### src/rtl/mem_port_arbiter_if.sv
// Shared memory-port bundle: data/instr requesters plus the memory side.
interface mem_port_arbiter_if #(
    parameter int ADDR_W = 32,
    parameter int DATA_W = 32
);
    logic              req_data;
    logic              we_data;
    logic [ADDR_W-1:0] addr_data;
    logic [DATA_W-1:0] wdata_data;
    logic [DATA_W-1:0] rdata_data;
    logic              ready_data;
    logic              err_data;

    logic              req_instr;
    logic              we_instr;
    logic [ADDR_W-1:0] addr_instr;
    logic [DATA_W-1:0] wdata_instr;
    logic [DATA_W-1:0] rdata_instr;
    logic              ready_instr;
    logic              err_instr;

    logic              mem_read;
    logic              mem_write;
    logic [ADDR_W-1:0] mem_addr;
    logic [DATA_W-1:0] mem_wdata;
    logic [DATA_W-1:0] mem_rdata;
    logic              mem_ready;

    modport slave (
        input  req_data, we_data, addr_data, wdata_data,
        output rdata_data, ready_data, err_data,
        input  req_instr, we_instr, addr_instr, wdata_instr,
        output rdata_instr, ready_instr, err_instr,
        output mem_read, mem_write, mem_addr, mem_wdata,
        input  mem_rdata, mem_ready
    );

    modport master (
        output req_data, we_data, addr_data, wdata_data,
        input  rdata_data, ready_data, err_data,
        output req_instr, we_instr, addr_instr, wdata_instr,
        input  rdata_instr, ready_instr, err_instr,
        input  mem_read, mem_write, mem_addr, mem_wdata,
        output mem_rdata, mem_ready
    );
endinterface

### src/rtl/mem_port_arbiter.sv
// Data/instr arbiter for the single memory port, with timeout watchdog.
// MEM_ARB_ROUND_ROBIN_EN selects round-robin instead of data-first priority.
module mem_port_arbiter #(
    parameter int ADDR_W  = 32,
    parameter int DATA_W  = 32,
    parameter int TIMEOUT = 64
) (
    input  logic                 clk,
    input  logic                 rst_n,
    mem_port_arbiter_if.slave    bus,
    output logic                 busy
);
    localparam int CW = (TIMEOUT > 1) ? $clog2(TIMEOUT) : 1;
    localparam logic [CW-1:0] LAST = CW'(TIMEOUT - 1);

    typedef enum logic [1:0] {
        IDLE,
        ACCESS,
        RESP,
        ABORT
    } state_e;

    state_e            state_q;
    logic [CW-1:0]     cnt_q;
    logic              gnt_q;
    logic              mem_read_q;
    logic              mem_write_q;
    logic [ADDR_W-1:0] mem_addr_q;
    logic [DATA_W-1:0] mem_wdata_q;
    logic [DATA_W-1:0] rdata_data_q;
    logic [DATA_W-1:0] rdata_instr_q;
    logic              ready_data_q;
    logic              ready_instr_q;
    logic              err_data_q;
    logic              err_instr_q;

    logic              any_req;
    logic              gnt_d;
    logic              we_d;

`ifdef MEM_ARB_ROUND_ROBIN_EN
    logic              last_q;

    always_comb begin
        any_req = bus.req_data | bus.req_instr;
        if (bus.req_data && bus.req_instr) gnt_d = ~last_q;
        else                               gnt_d = bus.req_data;
        we_d = gnt_d ? bus.we_data : bus.we_instr;
    end

    always_ff @(posedge clk) begin
        if (!rst_n)                          last_q <= 1'b0;
        else if (state_q == IDLE && any_req) last_q <= gnt_d;
    end
`else
    always_comb begin
        any_req = bus.req_data | bus.req_instr;
        gnt_d   = bus.req_data;
        we_d    = gnt_d ? bus.we_data : bus.we_instr;
    end
`endif

    // gnt_q = 1 means the data side owns the transfer in flight
    always_ff @(posedge clk) begin
        if (!rst_n) begin
            state_q       <= IDLE;
            cnt_q         <= '0;
            gnt_q         <= 1'b0;
            mem_read_q    <= 1'b0;
            mem_write_q   <= 1'b0;
            mem_addr_q    <= '0;
            mem_wdata_q   <= '0;
            rdata_data_q  <= '0;
            rdata_instr_q <= '0;
            ready_data_q  <= 1'b0;
            ready_instr_q <= 1'b0;
            err_data_q    <= 1'b0;
            err_instr_q   <= 1'b0;
        end else begin
            ready_data_q  <= 1'b0;
            ready_instr_q <= 1'b0;
            err_data_q    <= 1'b0;
            err_instr_q   <= 1'b0;
            unique case (state_q)
                IDLE: begin
                    if (any_req) begin
                        gnt_q       <= gnt_d;
                        mem_read_q  <= ~we_d;
                        mem_write_q <= we_d;
                        mem_addr_q  <= gnt_d ? bus.addr_data : bus.addr_instr;
                        mem_wdata_q <= gnt_d ? bus.wdata_data : bus.wdata_instr;
                        cnt_q       <= '0;
                        state_q     <= ACCESS;
                    end
                end
                ACCESS: begin
                    cnt_q <= cnt_q + CW'(1);
                    if (bus.mem_ready) begin
                        if (mem_read_q) begin
                            if (gnt_q) rdata_data_q  <= bus.mem_rdata;
                            else       rdata_instr_q <= bus.mem_rdata;
                        end
                        ready_data_q  <= gnt_q;
                        ready_instr_q <= ~gnt_q;
                        mem_read_q    <= 1'b0;
                        mem_write_q   <= 1'b0;
                        state_q       <= RESP;
                    end else if (cnt_q == LAST) begin
                        err_data_q  <= gnt_q;
                        err_instr_q <= ~gnt_q;
                        mem_read_q  <= 1'b0;
                        mem_write_q <= 1'b0;
                        state_q     <= ABORT;
                    end
                end
                RESP:  state_q <= IDLE;
                ABORT: state_q <= IDLE;
            endcase
        end
    end

    assign busy            = (state_q != IDLE);
    assign bus.mem_read    = mem_read_q;
    assign bus.mem_write   = mem_write_q;
    assign bus.mem_addr    = mem_addr_q;
    assign bus.mem_wdata   = mem_wdata_q;
    assign bus.rdata_data  = rdata_data_q;
    assign bus.rdata_instr = rdata_instr_q;
    assign bus.ready_data  = ready_data_q;
    assign bus.ready_instr = ready_instr_q;
    assign bus.err_data    = err_data_q;
    assign bus.err_instr   = err_instr_q;
endmodule

### src/flat_wrapper.sv
// flat-port wrapper written by rule: the top's interface ports become plain ports
module mem_port_arbiter_flat 
#(
    parameter int ADDR_W  = 32,
    parameter int DATA_W  = 32,
    parameter int TIMEOUT = 64
)
  (clk, rst_n, busy, bus_req_data, bus_we_data, bus_addr_data, bus_wdata_data, bus_rdata_data, bus_ready_data, bus_err_data, bus_req_instr, bus_we_instr, bus_addr_instr, bus_wdata_instr, bus_rdata_instr, bus_ready_instr, bus_err_instr, bus_mem_read, bus_mem_write, bus_mem_addr, bus_mem_wdata, bus_mem_rdata, bus_mem_ready);
  mem_port_arbiter_if #(.ADDR_W(ADDR_W), .DATA_W(DATA_W)) bus_i ();
  input  logic clk;
  input  logic rst_n;
  output logic busy;
  input wire logic [$bits(bus_i.req_data)-1:0] bus_req_data;
  input wire logic [$bits(bus_i.we_data)-1:0] bus_we_data;
  input wire logic [$bits(bus_i.addr_data)-1:0] bus_addr_data;
  input wire logic [$bits(bus_i.wdata_data)-1:0] bus_wdata_data;
  output wire logic [$bits(bus_i.rdata_data)-1:0] bus_rdata_data;
  output wire logic [$bits(bus_i.ready_data)-1:0] bus_ready_data;
  output wire logic [$bits(bus_i.err_data)-1:0] bus_err_data;
  input wire logic [$bits(bus_i.req_instr)-1:0] bus_req_instr;
  input wire logic [$bits(bus_i.we_instr)-1:0] bus_we_instr;
  input wire logic [$bits(bus_i.addr_instr)-1:0] bus_addr_instr;
  input wire logic [$bits(bus_i.wdata_instr)-1:0] bus_wdata_instr;
  output wire logic [$bits(bus_i.rdata_instr)-1:0] bus_rdata_instr;
  output wire logic [$bits(bus_i.ready_instr)-1:0] bus_ready_instr;
  output wire logic [$bits(bus_i.err_instr)-1:0] bus_err_instr;
  output wire logic [$bits(bus_i.mem_read)-1:0] bus_mem_read;
  output wire logic [$bits(bus_i.mem_write)-1:0] bus_mem_write;
  output wire logic [$bits(bus_i.mem_addr)-1:0] bus_mem_addr;
  output wire logic [$bits(bus_i.mem_wdata)-1:0] bus_mem_wdata;
  input wire logic [$bits(bus_i.mem_rdata)-1:0] bus_mem_rdata;
  input wire logic [$bits(bus_i.mem_ready)-1:0] bus_mem_ready;
  assign bus_i.req_data = bus_req_data;
  assign bus_i.we_data = bus_we_data;
  assign bus_i.addr_data = bus_addr_data;
  assign bus_i.wdata_data = bus_wdata_data;
  assign bus_rdata_data = bus_i.rdata_data;
  assign bus_ready_data = bus_i.ready_data;
  assign bus_err_data = bus_i.err_data;
  assign bus_i.req_instr = bus_req_instr;
  assign bus_i.we_instr = bus_we_instr;
  assign bus_i.addr_instr = bus_addr_instr;
  assign bus_i.wdata_instr = bus_wdata_instr;
  assign bus_rdata_instr = bus_i.rdata_instr;
  assign bus_ready_instr = bus_i.ready_instr;
  assign bus_err_instr = bus_i.err_instr;
  assign bus_mem_read = bus_i.mem_read;
  assign bus_mem_write = bus_i.mem_write;
  assign bus_mem_addr = bus_i.mem_addr;
  assign bus_mem_wdata = bus_i.mem_wdata;
  assign bus_i.mem_rdata = bus_mem_rdata;
  assign bus_i.mem_ready = bus_mem_ready;
  mem_port_arbiter #(.ADDR_W(ADDR_W), .DATA_W(DATA_W), .TIMEOUT(TIMEOUT)) u_core (.clk(clk), .rst_n(rst_n), .bus(bus_i), .busy(busy));
endmodule
### config.mk
export PLATFORM = sky130hd
export DESIGN_NAME = mem_port_arbiter_flat
export DESIGN_NICKNAME = d
export VERILOG_FILES = /design/src/rtl/mem_port_arbiter_if.sv /design/src/rtl/mem_port_arbiter.sv /design/src/flat_wrapper.sv
export SDC_FILE = /design/constraint.sdc
export NUM_CORES = 1
export LEC_CHECK = 0
export ABC_AREA = 1
export CAP_MARGIN = 0
export CORE_ASPECT_RATIO = 1.5
export CORE_MARGIN = 5
export CORE_UTILIZATION = 40
export DETAILED_ROUTE_END_ITERATION = 8
export GPL_TIMING_DRIVEN = 0
export MAX_ROUTING_LAYER = met4
export PLACE_DENSITY = 0.78
export SLEW_MARGIN = 5
export SYNTH_ARGS = -nofsm -noshare
export SYNTH_HDL_FRONTEND = slang
export SYNTH_SLANG_ARGS = --single-unit
### constraint.sdc
create_clock -name clk -period 1.7 [get_ports clk]
set_clock_uncertainty 0.1 [all_clocks]
set_input_delay 0.34 -clock clk [delete_from_list [all_inputs] [get_ports clk]]
set_output_delay 0.34 -clock clk [all_outputs]
set_load 0.02 [all_outputs]
==> results.md <==
- Status: finished clean
- Clk_lat worst skew: 0.42 ns
- Share of post-route cells with drive strength above 1: 6.60%
- Gate Count Post-Synth: 850
- Crit-path cells: clkdlybuf4s15_1
- Rel. slew slack: 66.7%
- Num rows: 54
- Worst Tran Pin Value: 0.499 ns
- Placed instance area: 9100 um2
- Number of distinct library cells after synthesis: 22
- # clock sinks: 143
- Setup violators final: 0
- Vias per std cell: 4.69
- Clk slew on worst S/H paths: 0.07 ns
- Worst Path Arrival: 1.20 ns
- Max_cap viols: 0
- DR DRC count: 0
- Number of synthesized register bits: 143
- Max Clk Rate: 0.611 GHz
- Final Max Tran Viols: 0
- Number of antenna violations at the first check in global routing: 0
- Hold crit path type: in2reg
- Post-synthesis sequential area ratio: 48.9%
- Final min period: 1.64 ns
- Worst path slowest cell: dfxtp_1
- Clk root buf: clkbuf_16
- Final WS setup: 0.0641 ns
- Largest net degree at the start of global routing: 17
- CP startpoint kind: flip-flop
- ANT nets after route: 0
- Wire per inst: 15.3 um
- Detail Placement HPWL: 17000 um
- TritonCTS Buffers: 17
- Design area: 9600 um2
- Drt pass-1 iters: 4
- Fillers: 1358
- Wirelength, routed: 21100 um
- Clock buffer depth: 2
- GRT Total Usage: 24.8%
- Synthesized Nets: 1018
- Total power draw: 0.00965 W
- IO buf count: 300
- Yosys warns: 0
- CP top delay family: flip-flops
- Area of the multi-input gates: 2650 um2
- CTS tree: done
- Largest stage delay, worst path: 0.41 ns
- Setup total negative slack: 0 ns
- Worst hold slack: 0.201 ns
- Crit Path Max Fanout: 4
- First-pass GRT wire length: 31300 um
- Depth of the CTS H-tree: 4
- Post-Syn Area: 5850 um2
- Hold Vio Cnt, Final: 0
- Required @ worst endpoint: 1.26 ns
- Die Y: 158 um
- Critical Path End Type: output port
- Grt ovf: 0
- Vias in the first global route: 6194
- Period utilization: 96.2%
- Core Footprint: 14500 um2
- Placer Congestion: 0.871
- Critical path class: reg2out
- RSZ-0062 raised after global routing: yes
- Pre-CTS setup slack: -0.485 ns
- Peak supply drop: 0.000649 V
- Starting Density: 40.5%
- Syn_area_per_cell: 6.89 um2
- Initial DRC Count: 198
- N_diodes: 0
- Buffer and inverter count on the worst path: 1
- Die area: 17200 um2
- Leakage Power: 4.64 nW
- # nets final: 1337
- I/O pin cnt: 302
- Power Density: 1010 nW/um2
- Register Area: 2860 um2
- Via count: 6459
- Area Growth Syn to Fin: 64.0%
- Die X: 109 um
-- where the power goes --
part / switching (W) / leakage (nW) / total (W) / internal, W
sequential: 0.000127 / 1.17 / 0.00372 / 0.00360
clock: 0.00157 / 0.311 / 0.00398 / 0.00241
combinational: 0.00109 / 3.16 / 0.00195 / 0.000851
-- final cells by class --
cell class / count / share of cell area [%]
sequential: 143 / 29.8
timing repair buffer: 300 / 29.5
multi-input combinational: 639 / 27.7
clock buffer: 18 / 4.58
buffer: 55 / 3.27
tap: 196 / 2.56
clock inverter: 14 / 2.06
inverter: 13 / 0.508
-- per-stage QoR --
stage / util (%) / instances
after floorplan: - / 850
after global placement: 62.9 / 1346
after detailed placement: 62.9 / 1346
after CTS: 66.2 / 1378
after global routing: 66.4 / 1378
final: 66.4 / 1378
-- cells by family (layout without fill, tap and decap cells) --
group,after synthesis,after routing,synth area share (%)
compound gates,144,144,12.5
fa+ha+maj,1,1,0.214
buf+inv,68,400,5.96
flops,143,143,48.9
simple gates,494,494,32.4
-- layout by cell type (no fill, tap or decap), types with 2 or more instances in the layout --
master           synthesis  layout
buf_4                    6       6
clkbuf_1                27      20
nand2_1                212     212
o21ai_1                  1       3
clkinv_4                 0       3
nor2_1                 267     267
dlygate4sd2_1            0     133
inv_2                    4       4
buf_2                   15      15
bufinv_16                0       3
o21a_1                   2       2
o21ai_0                131     129
nand3_1                  8       8
a21oi_1                  8       8
nand4_2                  2       2
clkbuf_16                0      17
inv_6                    0       2
clkdlybuf4s50_1          0     164
clkbuf_2                 0       6
clkbuf_4                 0       2
dfxtp_1                143     142
inv_8                    0       5
buf_6                    7       7
inv_1                    9       9
nor3_1                   2       2
nor2_4                   1       2
-- cells in the mapped netlist --
library cell	count	share of area, %
buf_4	6	0.77
nand4_1	1	0.11
nor2_4	1	0.19
dfxtp_1	143	49
nor3_1	2	0.17
ha_1	1	0.21
o21ai_0	131	11
inv_1	9	0.58
nand4_2	2	0.43
o21ai_2	1	0.15
nand3_1	8	0.68
o21ai_1	1	0.085
buf_6	7	1.3
o21a_1	2	0.26
a22oi_1	1	0.13
a21oi_1	8	0.68
nor2_1	267	17
clkbuf_1	27	1.7
buf_2	15	1.3
nor2_2	1	0.11
inv_2	4	0.26
nand2_1	212	14
-- registers in the layout (all words and copies together) (netlist names), 2 cells and up --
signal                  cells
u_core.state_q              2
u_core.bus.rdata_instr     32
u_core.bus.mem_wdata       32
u_core.cnt_q                6
u_core.bus.mem_addr        32
u_core.bus.rdata_data      32
-- worst paths after layout --
kind	start	endpoint	slack, ns	depth (start not counted)
setup reg to reg	u_core.state_q[0]$_SDFFE_PN0P_	u_core.bus.rdata_instr[22]$_SDFFE_PN0P_	0.11	6
hold reg to reg	u_core.bus.rdata_data[14]$_SDFFE_PN0P_	u_core.bus.rdata_data[14]$_SDFFE_PN0P_	0.37	2
hold / removal	rst_n	u_core.bus.rdata_data[24]$_SDFFE_PN0P_	0.20	3
setup / recovery	u_core.bus.mem_read$_SDFFE_PN0P_	bus_mem_read	0.06	1
-- timing repair --
item | CTS | global route
setup buffers | 0 | 0
pin swaps | 1 | 0
endpoints found under the setup margin | 136 | 85
resized for setup | 140 | 22
hold buffers | 0 | 0
-- per-layer routing --
| layer | global-route usage (%) | routed length, um | up-vias |
|---|---|---|---|
| met5 | - | 0 | - |
| met4 | 9.87 | 677 | 0 |
| met3 | 8.45 | 1930 | 41 |
| met2 | 45.4 | 10800 | 282 |
| met1 | 23.4 | 7680 | 2814 |
| li1 | - | - | 3322 |
Power figures use the tool's default switching activity.
